### src/rtl/ycbcr_pkg.sv
// Shared constants and helpers for the RGB->YCbCr flow controller.
package ycbcr_pkg;

    // Tag bit positions in the {v,sof,eol} delay-line word
    localparam int unsigned TAG_V   = 0;
    localparam int unsigned TAG_SOF = 1;
    localparam int unsigned TAG_EOL = 2;
    localparam int unsigned TAG_W   = 3;

    // Default datapath geometry
    localparam int unsigned DEF_LAT   = 3;
    localparam int unsigned DEF_DSIZE = 24;
    localparam int unsigned DEF_DEPTH = 8;

    // Ceiling log2, usable in parameter expressions
    function automatic int unsigned clog2(input int unsigned n);
        int unsigned r;
        r = 0;
        for (int i = 0; i < 32; i++) begin
            if ((32'd1 << i) < n) r++;
        end
        return r;
    endfunction

endpackage

### src/rtl/sync_fifo_fwft.sv
// First-word-fall-through FIFO with synchronous reset, flush clear and overflow flag.
module sync_fifo_fwft #(
    parameter int unsigned W     = 26,
    parameter int unsigned DEPTH = 8,
    parameter int unsigned AW    = 3
) (
    input  logic          clk,
    input  logic          rst,
    input  logic          flush,
    input  logic          push,
    input  logic [W-1:0]  wdata,
    input  logic          pop,
    output logic [W-1:0]  rdata,
    output logic [AW:0]   count,
    output logic          ovf
);

    logic [W-1:0]  r_mem [DEPTH];
    logic [AW-1:0] r_wr;
    logic [AW-1:0] r_rd;
    logic [AW:0]   r_count;
    logic          r_ovf;

    logic w_full;
    logic w_pop;
    logic w_push;
    logic w_wr_en;

    // Pop only when something is held; a full FIFO still accepts a push alongside a pop
    assign w_full  = (r_count == (AW+1)'(DEPTH));
    assign w_pop   = pop & (r_count != '0);
    assign w_push  = push & (~w_full | w_pop);
    assign w_wr_en = w_push & ~rst & ~flush;

    // Storage array, no reset needed
    always_ff @(posedge clk) begin
        if (w_wr_en) r_mem[r_wr] <= wdata;
    end

    // Pointers, occupancy and sticky overflow
    always_ff @(posedge clk) begin
        if (rst) begin
            r_wr    <= '0;
            r_rd    <= '0;
            r_count <= '0;
            r_ovf   <= 1'b0;
        end else if (flush) begin
            r_wr    <= '0;
            r_rd    <= '0;
            r_count <= '0;
        end else begin
            if (w_push) r_wr <= r_wr + AW'(1);
            if (w_pop)  r_rd <= r_rd + AW'(1);
            r_count <= r_count + (AW+1)'(w_push) - (AW+1)'(w_pop);
            if (push & ~w_push) r_ovf <= 1'b1;
        end
    end

    assign rdata = r_mem[r_rd];
    assign count = r_count;
    assign ovf   = r_ovf;

endmodule

### src/rtl/ycbcr_flow_ctrl.sv
// Credit-based flow control around a fixed-latency, non-stallable colour converter.
module ycbcr_flow_ctrl
    import ycbcr_pkg::*;
#(
    parameter int unsigned LAT   = DEF_LAT,
    parameter int unsigned DSIZE = DEF_DSIZE,
    parameter int unsigned DEPTH = DEF_DEPTH,
    parameter int unsigned AW    = clog2(DEPTH)
) (
    input  logic             clk,
    input  logic             rst,
    input  logic             flush,
    input  logic             s_valid,
    input  logic             s_sof,
    input  logic             s_eol,
    output logic             s_ready,
    output logic             dp_in_valid,
    input  logic [DSIZE-1:0] dp_d,
    output logic             m_valid,
    input  logic             m_ready,
    output logic [DSIZE-1:0] m_data,
    output logic             m_sof,
    output logic             m_eol,
    output logic [AW:0]      level,
    output logic             ovf_err
);

    localparam int unsigned FW = DSIZE + 2;

    logic [AW:0]      r_level;
    logic [TAG_W-1:0] r_tag [LAT];

    logic             w_accept;
    logic             w_pop;
    logic [TAG_W-1:0] w_tag_in;
    logic [FW-1:0]    w_wdata;
    logic [FW-1:0]    w_rdata;
    logic [AW:0]      w_count;
    logic             w_ovf;

    // A credit is free whenever fewer than DEPTH pixels are in flight or buffered
    assign s_ready     = (r_level < (AW+1)'(DEPTH)) & ~flush & ~rst;
    assign w_accept    = s_valid & s_ready;
    assign dp_in_valid = w_accept;
    assign w_pop       = m_valid & m_ready;

    // Tag word entering the delay line this cycle
    always_comb begin
        w_tag_in          = '0;
        w_tag_in[TAG_V]   = w_accept;
        w_tag_in[TAG_SOF] = s_sof;
        w_tag_in[TAG_EOL] = s_eol;
    end

    // Credit counter: one per accepted pixel, returned on pop
    always_ff @(posedge clk) begin
        if (rst || flush) begin
            r_level <= '0;
        end else begin
            r_level <= r_level + (AW+1)'(w_accept) - (AW+1)'(w_pop);
        end
    end

    // Tag delay line matching the converter's register depth; never stalls
    always_ff @(posedge clk) begin
        if (rst || flush) begin
            for (int i = 0; i < LAT; i++) r_tag[i] <= '0;
        end else begin
            r_tag[0] <= w_tag_in;
            for (int i = 1; i < LAT; i++) r_tag[i] <= r_tag[i-1];
        end
    end

    assign w_wdata = {dp_d, r_tag[LAT-1][TAG_SOF], r_tag[LAT-1][TAG_EOL]};

    sync_fifo_fwft #(
        .W     (FW),
        .DEPTH (DEPTH),
        .AW    (AW)
    ) u_fifo (
        .clk   (clk),
        .rst   (rst),
        .flush (flush),
        .push  (r_tag[LAT-1][TAG_V]),
        .wdata (w_wdata),
        .pop   (w_pop),
        .rdata (w_rdata),
        .count (w_count),
        .ovf   (w_ovf)
    );

    // Markers are masked so a stale head entry never shows a marker
    assign m_valid = (w_count != '0);
    assign m_data  = w_rdata[FW-1:2];
    assign m_sof   = w_rdata[1] & m_valid;
    assign m_eol   = w_rdata[0] & m_valid;
    assign level   = r_level;
    assign ovf_err = w_ovf;

endmodule

### config.mk
export PLATFORM = sky130hd
export DESIGN_NAME = ycbcr_flow_ctrl
export DESIGN_NICKNAME = d
export VERILOG_FILES = /design/src/rtl/ycbcr_pkg.sv /design/src/rtl/sync_fifo_fwft.sv /design/src/rtl/ycbcr_flow_ctrl.sv
export SDC_FILE = /design/constraint.sdc
export NUM_CORES = 1
export LEC_CHECK = 0
export CAP_MARGIN = 20
export CORE_AREA = 2 2 128 192
export DETAILED_ROUTE_END_ITERATION = 6
export DIE_AREA = 0 0 130 194
export GPL_TIMING_DRIVEN = 0
export PLACE_DENSITY = 0.69
export SYNTH_ARGS = -nofsm -noshare
export SYNTH_HDL_FRONTEND = slang
export SYNTH_SLANG_ARGS = --single-unit
### constraint.sdc
create_clock -name clk -period 4.8 [get_ports clk]
set_input_delay 0.96 -clock clk [delete_from_list [all_inputs] [get_ports clk]]
set_output_delay 0.96 -clock clk [all_outputs]
set_load 0.02 [all_outputs]
==> results of run 1 <==
-- cells in the mapped netlist (2+ instances only) --
| cell type | n |
|---|---|
| mux4_2 | 6 |
| nand2b_1 | 3 |
| fa_1 | 2 |
| o21ai_0 | 3 |
| inv_1 | 16 |
| buf_1 | 2 |
| dfxtp_1 | 27 |
| a21o_1 | 2 |
| a21oi_1 | 6 |
| and2_1 | 14 |
| mux4_1 | 46 |
| xnor2_1 | 2 |
| clkbuf_1 | 9 |
| nor2b_1 | 2 |
| nor2_1 | 13 |
| edfxtp_1 | 208 |
| mux2i_1 | 6 |
| or3_1 | 4 |
| or2_2 | 2 |
| ha_1 | 12 |
| nand2_1 | 8 |
| mux2_2 | 24 |
| and3_1 | 3 |
| nor4_1 | 3 |
| buf_6 | 6 |
-- state kept, by name, indices dropped and copies added (netlist names), named ones only --
name,count
level,4
r_tag,9
u_fifo.count,4
u_fifo.ovf,1
u_fifo.r_mem,208
u_fifo.r_rd,3
u_fifo.r_wr,3
-- routing by layer --
metal	part of all wire, %	routed length, µm	up-vias
met1	40	7260	2302
li1	-	-	2035
met4	1.1	189	0
met3	4.4	796	13
met5	0	0	-
met2	54	9740	88
-- worst min path at each step --
stage                      startpoint           to  slack, ns  cells past startpoint
final                     r_tag[0][3]  r_tag[0][6]       0.41                      1
after global placement    r_tag[0][1]  r_tag[0][4]       0.41                      1
after CTS                 r_tag[0][3]  r_tag[0][6]       0.42                      1
after global routing      r_tag[0][3]  r_tag[0][6]       0.45                      1
after floorplan           r_tag[0][0]  r_tag[0][3]       0.41                      1
after detailed placement  r_tag[0][3]  r_tag[0][6]       0.41                      1
-- cell families after synthesis --
| family | count (synthesis) | share of synthesized area, % |
|---|---|---|
| buf+inv | 35 | 1.93 |
| fa+ha+maj | 14 | 2.05 |
| simple gates | 58 | 3.41 |
| xor+xnor | 3 | 0.283 |
| mux | 82 | 18.0 |
| compound gates | 16 | 1.24 |
| flops | 235 | 73.1 |
-- final cells by class --
type | count | area share (%)
buffer | 19 | 1.05
antenna | 1 | 0.0222
inverter | 16 | 0.533
multi-input combinational | 173 | 20.9
clock inverter | 8 | 0.821
tap | 319 | 3.54
sequential | 235 | 60.2
timing repair buffer | 80 | 7.13
clock buffer | 30 | 5.78
-- power breakdown --
| part | switching (mW) | internal [mW] |
|---|---|---|
| clock | 0.694 | 1.05 |
| combinational | 0.317 | 0.311 |
| sequential | 0.0192 | 2.25 |
| total | 1.03 | 3.61 |
==> reports/qor.txt, run 1 <==
Nets - 592
Max Cap Viol - 0
Yosys warnings - 0
CP endpoint - dp_in_valid
Register area share after synthesis - 73.1%
Vias in the first global route - 4784
Slack of the critical path - 0.910 ns
Post-synth EDFFs - 208
Root Buffer - clkbuf_16
CP dominant cell by count - clkdlybuf4s50_1
Post-layout util - 47.8%
Post-Syn Area - 9290 µm²
Reg clk slew, reported paths - 0.07 ns
Hold Path Class - reg2reg
Relative slew margins - 42.9%
R2R cell count - 10
Vias per cell - 5.04
Mean post-synth cell area - 21.0 µm²
Final Instance Area - 11300 µm²
First-pass GRT wire length - 27400 µm
Pwr Density - 412 nW/µm²
Grt met3 use - 2.62%
Met2 Track Usage GR - 25.9%
Final Max Tran Viols - 0
Gr usage total - 14.4%
Ys async rst share - 0%
Startpoint class of the critical path - input pin
WHS - 0.411 ns
RD Place Congestion - 0.736
Drt wl/cell - 20.4 µm
Outcome - complete, no violations
Worst-margin pin slew - 0.857 ns
Routed vias - 4438
Iter 0 DRT Violations - 411
Crit Reg-Reg Startpoint - u_fifo.count[2]
Clk_lat worst skew - 0.49 ns
Area occupied by multi-input gates - 2360 µm²
Cell total after placement - 842
Routed Antenna Nets - 0
Start point of the critical path - flush
Unique cell type count in the Yosys netlist - 39
Final period utilization - 81.0%
Fillers - 1889
Commonest non-fill, non-tap cell in the layout - edfxtp_1
WL final - 18000 µm
Crit path cell chain - clkdlybuf4s50_1 > or2_2 > clkbuf_1 > nor2_1 > and2_1 > clkdlybuf4s50_1
Post-synth top area share - 67.3%
Reg area - 6790 µm²
CTS Sinks - 235
H-tree levels - 1
Final setup violation count - 0
Grt ovf - 0
Initial antenna violation count - 0
F_max - 257 MHz
TritonRoute pass-1 iters - 4
# hold bufs at CTS - 0
Largest cells by area after synthesis - edfxtp_1 (67%), mux4_1 (13%), dfxtp_1 (5.8%), mux2_2 (2.9%), ha_1 (1.6%)
DIE WIDTH - 130 µm
Clock skew - 0.0104 ns
RSZ-0062 raised after global routing - false
Hpwl dp - 11800 µm
Die area - 25200 µm²
Worst EP required - 3.84 ns
Number of CTS-inserted buffers - 22
Post-DP Area - 10500 µm²
Detailed-route DRC error count - 0
IR drop worst, VDD - 300 µV
Std cell rows - 69
Area growth syn-to-layout - 21.4%
Die Y - 194 µm
Synth Instances - 443
Critical path endpoint category - output port
CP top delay family - buffers and inverters
CTS Buffer Depth - 3
Largest fanout on the critical path - 6
Met1 Usage GRT - 18.0%
Commonest cells after routing, fill and taps aside - edfxtp_1 (208), clkdlybuf4s50_1 (64), mux4_1 (46)
Final Hold Vio Count - 0
Yosys top cell by area - edfxtp_1
Final Non-Filler Cells - 881
Top_reg_cell synth - edfxtp_1
R2R Setup Slk - 2.26 ns
CTS-repair resized insts - 0
WP data arrival - 2.93 ns
Top Ports - 65
Share of cells above drive strength 1 - 17.6%
Worst path buffer plus inverter count - 3
Setup TNS - 0 ns
Port bufs - 64
Static Leak - 3.70 nW
Post-Place Setup Slack - 0.935 ns
Final Critical Period - 3.89 ns
Post-CTS setup buffers - 0
Synthesis-stage register bit count - 235
WP depth - 6
Overall power - 4.64 mW
Highest-delay cell along the critical path - clkdlybuf4s50_1
Mapped Nets - 488
Worst R2R End - level[3]
Core area - 23600 µm²
Largest net degree at the start of global routing - 27
GR peak layer - met2
CP Class - in2out
Largest stage delay, worst path - 0.62 ns
CTS tree - yes
Initial Util - 39.4%
Note: power is estimated with default switching activity, not from simulation.
==> inputs of run 2 (changes only) <==
clock period = 3.1 ns   (was 4.8 ns; I/O delays follow)
==> run 2 against run 1 <==
Sequential share of layout area rose by 0.25 points. Cell count fell by 0.68%. Non-clock buffer count fell by 7. Critical path depth did not move. Largest cell class unchanged.
==> reports/qor.txt, run 2 (synthesis results as in run 1) <==
Overall power - 7.01 mW
Top Ports - 65
Crit path cell chain - buf_6 > buf_8 > mux4_1 > mux2i_2 > nor2_1 > dlygate4sd2_1
Max Cap Viol - 0
Number of CTS-inserted buffers - 22
Detailed-route DRC error count - 0
Drt wl/cell - 20.1 µm
DIE WIDTH - 130 µm
Vias in the first global route - 4797
Int Power - 5.39 mW
First-pass GRT wire length - 27100 µm
WL final - 17500 µm
Grt ovf - 0
WP data arrival - 2.39 ns
Hold Path Class - reg2reg
Largest net degree at the start of global routing - 27
Sequential Power Share - 50.1%
Final Hold Vio Count - 0
Iter 0 DRT Violations - 309
Clock share of power - 36.3%
TritonRoute pass-1 iters - 4
Clk_lat worst skew - 0.49 ns
Antenna Cells - 0
Largest fanout on the critical path - 10
Largest Register - u_fifo.r_mem
CP Class - reg2out
RD Place Congestion - 0.747
IR drop worst, VDD - 495 µV
Routed Antenna Nets - 0
CTS Sinks - 235
Std cell rows - 69
Psw - 1.61 mW
Port bufs - 64
Outcome - complete, no violations
Worst EP required - 2.48 ns
Combinational power share - 13.6%
Relative slew margins - 46.3%
Root Buffer - clkbuf_16
Final period utilization - 97.3%
Initial Util - 39.4%
Critical path endpoint category - output port
F_max - 332 MHz
H-tree levels - 1
Largest stage delay, worst path - 0.58 ns
# hold bufs at CTS - 0
Vias per cell - 5.09
Reg clk slew, reported paths - 0.07 ns
Worst-margin pin slew - 0.805 ns
Gr usage total - 14.2%
CTS tree - yes
Highest-delay cell along the critical path - mux4_1
RSZ-0062 raised after global routing - false
Final Critical Period - 3.01 ns
CTS Buffer Depth - 3
Largest register FFs - 208
Regs by FF count - u_fifo.r_mem: 208 flops, r_tag: 9 flops
Clock skew - 0.00888 ns
Share of cells above drive strength 1 - 17.8%
Final Max Tran Viols - 0
Static Leak - 3.73 nW
Commonest non-fill, non-tap cell in the layout - edfxtp_1
Nets - 585
Final setup violation count - 0
Startpoint class of the critical path - flip-flop
Commonest cells after routing, fill and taps aside - edfxtp_1 (208), mux4_1 (46), clkdlybuf4s50_1 (36)
Pwr Density - 624 nW/µm²
Core area - 23600 µm²
Switching share of power - 23.0%
Die area - 25200 µm²
Fillers - 1924
Initial antenna violation count - 0
Die Y - 194 µm
Routed vias - 4452
Area growth syn-to-layout - 20.9%
Slack of the critical path - 0.0850 ns
Post-Place Setup Slack - -0.382 ns
Hpwl dp - 11300 µm
==> run 2: changes by cell type in the layout (fill, tap and decap cells not counted), sizes merged, moves of 3 or more <==
cell	before	now
clkbuf	40	36
buf	25	19
dlygate4sd2	0	27
clkdlybuf4s50	64	36
clkinv	5	8
clkinvlp	1	4
==> run 2: power groups by stage <==
| stage | Clock, mW | Combinational, mW | Sequential [mW] |
|---|---|---|---|
| after floorplan | 0 | 0.618 | 3.59 |
| after global placement | 0 | 0.939 | 3.57 |
| after detailed placement | 0 | 0.978 | 3.58 |
| after CTS | 2.59 | 0.961 | 3.51 |
| after global routing | 2.71 | 1.06 | 3.51 |
| final | 2.54 | 0.956 | 3.51 |
==> run 2: layout make-up <==
cell class | instances | area, µm² | area share [%]
buffer | 18 | 135 | 1.20
clock buffer | 27 | 591 | 5.26
clock inverter | 13 | 96.3 | 0.858
inverter | 16 | 60.1 | 0.535
multi-input combinational | 173 | 2400 | 21.4
sequential | 235 | 6790 | 60.5
tap | 319 | 399 | 3.56
timing repair buffer | 74 | 758 | 6.75
==> run 2: critical path: cells and delay by family, from the launching register on <==
kind,cells,cell delay (ns)
buffers and inverters,3,0.67
flip-flops,1,0.32
multiplexers,2,0.83
AND/OR/NAND/NOR,1,0.08
==> run 2: through the flow <==
step | hold slack, ns | setup TNS, ns | util [%] | cells | cell area (µm²)
3_5_place_dp | 0.412 | -18.44 | 44.7 | 836 | 10500
2_1_floorplan | 0.406 | -8.93 | - | 443 | 9310
6_report | 0.419 | 0 | 47.6 | 875 | 11200
5_1_grt | 0.440 | 0 | 47.6 | 875 | 11200
3_3_place_gp | 0.407 | -283.13 | 43.9 | 826 | 10400
4_1_cts | 0.426 | 0 | 47.6 | 875 | 11200
==> run 2: layer usage <==
layer  up-vias  share of wire [%]  track usage [%]
met3        24                4.5             2.07
met5         -                  0                0
met2       105                 53             25.6
met4         0                1.8             3.70
li1       2009                  -                -
met1      2314                 40             17.6
==> run 2: worst paths after layout <==
path,cells past startpoint,to,startpoint,slack (ns)
worst min register to register,1,r_tag[0][8],r_tag[0][5],0.42
worst max register to register,9,u_fifo.count[2],u_fifo.count[2],0.49
worst min-delay path,1,r_tag[0][8],r_tag[0][5],0.42
worst max-delay path,6,m_eol,flip-flop,0.09
==> run 2: what timing repair did <==
action	4_1_cts	5_1_grt
setup endpoints to repair	27	15
resized for setup	36	4
buffers inserted	0	0
pin swaps	0	1
